`config.mk`:
```
export PLATFORM = sky130hd
export DESIGN_NAME = seq_shift_unit_flat
export DESIGN_NICKNAME = d
export VERILOG_FILES = /design/src/rtl/seq_shift_if.sv /design/src/rtl/seq_shift_unit.sv /design/src/flat_wrapper.sv
export SDC_FILE = /design/constraint.sdc
export NUM_CORES = 1
export LEC_CHECK = 0
export ABC_AREA = 1
export CAP_MARGIN = 15
export CORE_UTILIZATION = 54
export DETAILED_ROUTE_END_ITERATION = 8
export HOLD_SLACK_MARGIN = 0.03
export MAX_ROUTING_LAYER = met4
export PLACE_DENSITY = 0.84
export SETUP_SLACK_MARGIN = 0.4
export SKIP_LAST_GASP = 1
export SLEW_MARGIN = 30
export SYNTH_ARGS = -nofsm -noshare
export SYNTH_HDL_FRONTEND = slang
export SYNTH_SLANG_ARGS = --single-unit
export TNS_END_PERCENT = 10
```
`constraint.sdc`:
```
create_clock -name clk -period 3.4 [get_ports clk]
set_clock_uncertainty 0.1 [all_clocks]
set_input_delay 0.68 -clock clk [delete_from_list [all_inputs] [get_ports clk]]
set_output_delay 0.68 -clock clk [all_outputs]
set_load 0.1 [all_outputs]
```
`src/rtl/seq_shift_if.sv`:
```
// Handshake and data bundle between EX control and the multi-cycle shift unit.
interface seq_shift_if #(
  parameter int WIDTH   = 32,
  parameter int SHAMT_W = 5
);
  logic               start;
  logic [1:0]         op;
  logic [WIDTH-1:0]   din;
  logic [SHAMT_W-1:0] shamt;
  logic               busy;
  logic               done;
  logic [WIDTH-1:0]   dout;

  modport master (output start, op, din, shamt, input  busy, done, dout);
  modport slave  (input  start, op, din, shamt, output busy, done, dout);
endinterface

```
`src/rtl/seq_shift_unit.sv`:
```
// Bit-serial SLL/SRL/SRA unit: one bit position per clock, result and done
// pulse registered on the cycle the shift count runs out.
module seq_shift_unit #(
  parameter int WIDTH   = 32,
  parameter int SHAMT_W = 5
) (
  input  logic         clk,
  input  logic         rst,
  seq_shift_if.slave   bus
);

  // state   | meaning
  // S_IDLE  | waiting for start; done may be high for one cycle here
  // S_SHIFT | shifting one bit per clock until the counter reaches zero
  typedef enum logic {S_IDLE, S_SHIFT} state_t;

  localparam logic [1:0] OP_SLL = 2'b00;
  localparam logic [1:0] OP_SRA = 2'b11;

  state_t             state_q, state_d;
  logic [WIDTH-1:0]   work_q,  work_d;
  logic [SHAMT_W-1:0] cnt_q,   cnt_d;
  logic [1:0]         op_q,    op_d;
  logic [WIDTH-1:0]   dout_q,  dout_d;
  logic               done_q,  done_d;

  always_comb begin
    state_d = state_q;
    work_d  = work_q;
    cnt_d   = cnt_q;
    op_d    = op_q;
    dout_d  = dout_q;
    done_d  = 1'b0;
    case (state_q)
      S_IDLE: begin
        if (bus.start) begin
          work_d  = bus.din;
          cnt_d   = bus.shamt;
          op_d    = bus.op;
          state_d = S_SHIFT;
        end
      end
      S_SHIFT: begin
        if (cnt_q != '0) begin
          cnt_d = cnt_q - SHAMT_W'(1);
          case (op_q)
            OP_SLL:  work_d = {work_q[WIDTH-2:0], 1'b0};
            OP_SRA:  work_d = {work_q[WIDTH-1], work_q[WIDTH-1:1]};
            default: work_d = {1'b0, work_q[WIDTH-1:1]};  // op 01 and 10 both SRL
          endcase
        end else begin
          dout_d  = work_q;
          done_d  = 1'b1;
          state_d = S_IDLE;
        end
      end
      default: state_d = S_IDLE;
    endcase
  end

  always_ff @(posedge clk) begin
    if (rst) begin
      state_q <= S_IDLE;
      work_q  <= '0;
      cnt_q   <= '0;
      op_q    <= '0;
      dout_q  <= '0;
      done_q  <= 1'b0;
    end else begin
      state_q <= state_d;
      work_q  <= work_d;
      cnt_q   <= cnt_d;
      op_q    <= op_d;
      dout_q  <= dout_d;
      done_q  <= done_d;
    end
  end

  assign bus.busy = (state_q == S_SHIFT);
  assign bus.done = done_q;
  assign bus.dout = dout_q;

endmodule
```
`src/flat_wrapper.sv`:
```
// flat-port wrapper written by rule: the top's interface ports become plain ports
module seq_shift_unit_flat 
#(
  parameter int WIDTH   = 32,
  parameter int SHAMT_W = 5
)
  (clk, rst, bus_start, bus_op, bus_din, bus_shamt, bus_busy, bus_done, bus_dout);
  seq_shift_if #(.WIDTH(WIDTH), .SHAMT_W(SHAMT_W)) bus_i ();
  input  logic clk;
  input  logic rst;
  input wire logic [$bits(bus_i.start)-1:0] bus_start;
  input wire logic [$bits(bus_i.op)-1:0] bus_op;
  input wire logic [$bits(bus_i.din)-1:0] bus_din;
  input wire logic [$bits(bus_i.shamt)-1:0] bus_shamt;
  output wire logic [$bits(bus_i.busy)-1:0] bus_busy;
  output wire logic [$bits(bus_i.done)-1:0] bus_done;
  output wire logic [$bits(bus_i.dout)-1:0] bus_dout;
  assign bus_i.start = bus_start;
  assign bus_i.op = bus_op;
  assign bus_i.din = bus_din;
  assign bus_i.shamt = bus_shamt;
  assign bus_busy = bus_i.busy;
  assign bus_done = bus_i.done;
  assign bus_dout = bus_i.dout;
  seq_shift_unit #(.WIDTH(WIDTH), .SHAMT_W(SHAMT_W)) u_core (.clk(clk), .rst(rst), .bus(bus_i));
endmodule
```
==> flow_summary.yaml, run 1 <==
run_status:
  status: "finished, final reports clean"
floorplan:
  die_x_um: 82.30
  io_pins: 76
  start_util_pct: 57.45
  die-area_mm2: 0.006773
  num_rows: 28
  die_y_um: 82.30
  coreArea_mm2: 0.006061
critical_path:
  cp_cell_sequence: "buf_4"
  max_stage_delay_ns: 0.83
  critPathSlowestCell: "dfxtp_1"
  cp_data_arrival_time_ns: 1.60
  cp_data_required_time_ns: 2.62
  startpoint_type: "register"
  worst-setup-path-type: "register to output pin"
  cp_num_buf_inv: 1
  crit_family: "flip-flops"
  crit_path_end_kind: "output pin"
  crit_fanout: 23
clock_tree:
  cts_setup_buffers: 0
  cts-root-buf: "clkbuf_8"
  cts-htree-levels: 3
  cts_made_buffers: 9
  clock-sinks: 73
  clkSlewWorstSetupHoldPaths_ns: 0.08
  cts_tree: "done"
  clock_latency_ns: 0.34
  post_cts_resize_count: 0
  ctsHoldBuffers: 0
  clk_path_buf_depth: 2
timing:
  relSlewSlack_pct: 48.05
  max_freq_mhz: 420.3
  rsz0062_at_grt: "no"
  hold_viol: 0
  post-route-min-period_ns: 2.379
  tightest_slew_ns: 0.7782
  tns_ns: 0
  setup_viol_count_final: 0
  period_share_pct: 69.98
  hold_slack_ns: 0.3728
  final_max_slew_viol_count: 0
power_and_ir_drop:
  switching_power_mw: 0.7962
  p_int_mw: 1.566
  p_total_mw: 2.363
  seq_power_share_pct: 41.6
  combPwrFrac_pct: 25.4
  leakage_nw: 1.960
  swShare_pct: 33.70
  p_per_area_mw_per_mm2: 540.1
  power.clock.fraction_pct: 33.0
  max-vdd-ir-drop_uv: 355.1
yosys:
  synth_edf_count: 0
  synth.top_cells.by_count: "120 x nor2_1, 91 x nand2_1, 73 x dfxtp_1"
  synth_area_leader_cell: "dfxtp_1"
  synth_ff_type: "dfxtp_1"
  synth_most_common_cell: "nor2_1"
  syn-cell-area_mm2: 0.003482
  ys_warn_count: 0
  async_flop_share_pct: 0
  synthesis.nets: 559
  synth_top_area_share_pct: 41.97
  synth_area_leaders: "dfxtp_1 42%, nor2_1 13%, o21ai_0 10%, nand2_1 9.8%, nand3_1 6.3%"
  yosysUniqueCellTypes: 20
  synth_seq_cells: 73
  syn_area_per_cell_um2: 6.774
  yosysSeqAreaShare_pct: 41.97
  syn_inst: 514
detailed_routing:
  vias: 3578
  drt_pre_antenna_iters: 6
  wl_per_cell_um: 13.51
  drtIter0Drc: 230
  antenna_left: 0
  routed_wl_mm: 8.865
  route.detailed.drc: 0
  viasPerCell: 5.454
run:
  cap_violations: 0
place:
  io_buffer_count: 75
  dp.final_hpwl_mm: 5.900
  gp_congestion: 0.8189
  dpl_cell_area_mm2: 0.004145
  placedCellCount: 640
layout:
  drive_gt1_share_pct: 14.97
  stdcell_area_mm2: 0.004374
  multi_input_area_mm2: 0.001679
  nets: 621
  regArea_mm2: 0.001461
  fillers: 505
  n_antenna_cell: 0
  area_delta_synth_final_pct: 25.62
  final_cells: 656
grt:
  grt_max_degree: 40
  grt_pass1_wl_mm: 14.44
  grt_use_total_pct: 28.78
  antenna_found_initial: 0
  grt_pass1_vias: 3266
  grt_overflow: 0
hold_path:
  hp-class: "register to register"
-- registers in the layout (all words and copies together), names as in the netlist --
signal,flops
u_core.bus.busy,1
u_core.op_q,2
u_core.cnt_q,5
u_core.bus.done,1
u_core.bus.dout,32
u_core.work_q,32
-- final timing paths --
path                          start                 to  slack (ns)  cells after the start
hold reg to reg   u_core.work_q[27]  u_core.work_q[27]        0.37                      2
setup reg to reg    u_core.bus.busy  u_core.work_q[15]        1.06                      6
setup / recovery    u_core.bus.busy           bus_busy        1.02                      1
hold / removal    u_core.work_q[27]  u_core.work_q[27]        0.37                      2
-- routing by layer --
metal	up-vias	wire length, um	share of wire, %	GRT usage (%)
met5	-	0	0	-
met4	0	153	1.7	10.00
met3	24	583	6.6	6.044
met2	143	4312	49	48.51
met1	1651	3816	43	33.88
li1	1760	-	-	-
-- cell families (layout without fill, tap and decap cells) --
family	Yosys count	after routing	synth area share [%]
AND/OR/NAND/NOR	259	259	29.97
AO/OA/AOI/OAI	103	103	17.10
buffers and inverters	76	143	9.881
flip-flops	73	73	41.97
adder cells (fa/ha/maj)	3	3	1.078
-- through the flow --
stage,setup slack (ns),utilization (%)
2_1_floorplan,1.343,-
3_3_place_gp,0.9227,68.39
3_5_place_dp,0.8827,68.39
4_1_cts,1.043,72.17
5_1_grt,0.8048,72.17
6_report,1.021,72.17
-- area by class of cell --
cell class	instances	area share, %
Sequential cell	73	33.41
Timing Repair Buffer	85	17.22
Multi-Input combinational cell	365	38.39
Clock inverter	5	1.773
Tap cell	75	2.145
Clock buffer	11	3.461
Inverter	42	3.604
-- power by group through the flow --
stage	clock network (mW)	registers [mW]	logic (mW)
2_1_floorplan	0	1.09	0.346
3_3_place_gp	0	0.998	0.578
6_report	0.780	0.983	0.599
5_1_grt	0.822	0.991	0.663
3_5_place_dp	0	1.00	0.593
4_1_cts	0.777	0.981	0.598
-- cells in the final DEF (no fill, tap or decap), types with 3 or more instances in the layout --
master,count
nor2_1,119
nand2_1,91
dfxtp_1,73
o21ai_0,72
nand3_1,44
buf_4,43
clkdlybuf4s50_1,41
inv_1,39
o21ai_2,20
clkbuf_8,11
a21oi_1,9
inv_2,3
ha_1,3
Power figures use the tool's default switching activity.
==> run 2, diff against run 1 <==
Settings changed: CORE_UTILIZATION 54 to 46, PLACE_DENSITY 0.84 to 0.77.
Clock period 3.4 ns to 2 ns, I/O delays scaled along.
==> run 2 against run 1 <==
Compared with the run above:
- clock power grew 41%
- clock-buffer cell count unchanged
- die area increased by 17%
- via count increased by 1.8%
- final area increased by 11%
- cell count is 5.0% higher
- sequential share of layout area fell by 3.1 points
- non-clock buffer count is 10 higher
- power is 70% higher
==> flow_summary.yaml, run 2 (synthesis results as in run 1) <==
power_and_ir_drop:
  p_per_area_mw_per_mm2: 829.7
  swShare_pct: 35.15
  switching_power_mw: 1.414
  combPwrFrac_pct: 31.0
  leakage_nw: 2.081
  seq_power_share_pct: 41.7
  max-vdd-ir-drop_uv: 501.0
  p_int_mw: 2.609
  power.clock.fraction_pct: 27.3
place:
  gp_congestion: 0.8166
  dp.final_hpwl_mm: 6.079
  dpl_cell_area_mm2: 0.004492
  io_buffer_count: 75
clock_tree:
  ctsHoldBuffers: 0
  cts-root-buf: "clkbuf_8"
  cts-htree-levels: 3
  clock_latency_ns: 0.34
  clock-sinks: 73
  clkSlewWorstSetupHoldPaths_ns: 0.07
  cts_made_buffers: 9
  cts_tree: "done"
  clk_path_buf_depth: 2
critical_path:
  r2r-start: "u_core.op_q[1]"
  cp_cell_sequence: "inv_2, ha_4, nor2_4, buf_8, nor2_4, o21ai_2, nand2_1, nor2_1, nor2_1"
  cp_data_required_time_ns: 2.13
  crit_fanout: 8
  startpoint_type: "register"
  crit_start: "u_core.op_q[1]"
  worst-setup-path-type: "register to register"
  cp_data_arrival_time_ns: 1.78
  critPathSlowestCell: "dfxtp_2"
  r2r_setup_slack_ns: 0.36
  crit_path_end_kind: "register"
  max_stage_delay_ns: 0.34
detailed_routing:
  drtIter0Drc: 286
  drt_pre_antenna_iters: 5
  viasPerCell: 5.286
  vias: 3642
  route.detailed.drc: 0
  antenna_left: 0
  wl_per_cell_um: 14.07
  routed_wl_mm: 9.691
timing:
  period_share_pct: 82.17
  hold_viol: 0
  rsz0062_at_grt: "yes"
  relSlewSlack_pct: 75.05
  tightest_slew_ns: 0.3743
  final_max_slew_viol_count: 0
  post-route-min-period_ns: 1.643
  max_freq_mhz: 608.5
  hold_slack_ns: 0.3688
  setup_viol_count_final: 0
  tns_ns: 0
grt:
  grt_use_total_pct: 25.58
  antenna_found_initial: 0
  grt_pass1_wl_mm: 15.20
  grt_overflow: 0
  grt_max_degree: 53
  grt_pass1_vias: 3344
layout:
  area_delta_synth_final_pct: 39.24
  utilization_pct: 66.49
  nets: 631
  final_common_cell: "nor2_1"
  drive_gt1_share_pct: 19.49
  n_antenna_cell: 0
  stdcell_area_mm2: 0.004848
  final_cell_mix: "113 x nor2_1, 89 x nand2_1, 70 x dfxtp_1, 48 x o21ai_0, 44 x nand3_1"
run:
  cap_violations: 0
hold_path:
  hold_start: "u_core.work_q[28]"
  hp-class: "register to register"
floorplan:
  num_rows: 31
  die_x_um: 89.01
  die_y_um: 89.01
  coreArea_mm2: 0.007292
  start_util_pct: 47.75
  io_pins: 76
  die-area_mm2: 0.007922
run_status:
  status: "finished, final reports clean"
-- run 2: final timing paths --
kind / to / cells after the start
worst max-delay path: u_core.work_q[21] / 9
worst min-delay path: u_core.bus.dout[28] / 2
worst max register to register: u_core.work_q[21] / 9
worst min register to register: u_core.bus.dout[28] / 2
-- run 2: power groups by stage --
stage | logic (mW) | registers (mW) | clock network, mW
after global placement | 1.06 | 1.70 | 0
final | 1.25 | 1.68 | 1.10
after CTS | 1.17 | 1.67 | 1.10
after global routing | 1.35 | 1.69 | 1.17
after detailed placement | 1.09 | 1.70 | 0
after floorplan | 0.588 | 1.85 | 0
-- run 2: final cells by class --
type | instances | area [um^2]
inverters | 42 | 160.2
repair buffers | 95 | 1159
well taps | 99 | 123.9
clock buffers | 11 | 131.4
multi-input cells | 365 | 1762
fillers | 620 | 2444
clock inverters | 4 | 45.04
flip-flops and latches | 73 | 1468
-- run 2: stage by stage --
| step | instances | setup slack (ns) | total power [mW] |
|---|---|---|---|
| 2_1_floorplan | 514 | 0.3030 | 2.441 |
| 3_3_place_gp | 669 | 0.1982 | 2.757 |
| 3_5_place_dp | 669 | 0.1595 | 2.788 |
| 4_1_cts | 687 | 0.3637 | 3.939 |
| 5_1_grt | 689 | 0.2763 | 4.205 |
| 6_report | 689 | 0.3567 | 4.023 |
-- run 2: timing repair --
| action | in CTS | in global routing |
|---|---|---|
| setup buffers | 0 | 1 |
| endpoints found under the setup margin | 60 | 39 |
| endpoints found under the hold margin | 0 | 0 |
| resized for setup | 20 | 44 |
| cloned | 3 | 1 |
| pin swaps | 1 | 22 |
-- run 2: worst max-delay path, delay by kind of cell (launching register included) --
kind	cells	cell delay (ns)
AOI/OAI and AO/OA	1	0.10
adders and majority gates	1	0.24
buffers and inverters	2	0.24
DFF	1	0.34
and+or+nand+nor	5	0.50
-- run 2: routing by layer --
metal / wire length (um) / vias to the layer above / track usage (%)
met2: 4796 / 141 / 44.48
met3: 627 / 17 / 3.232
met1: 4055 / 1704 / 30.17
met5: 0 / - / -
met4: 211 / 0 / 9.957
li1: - / 1780 / -
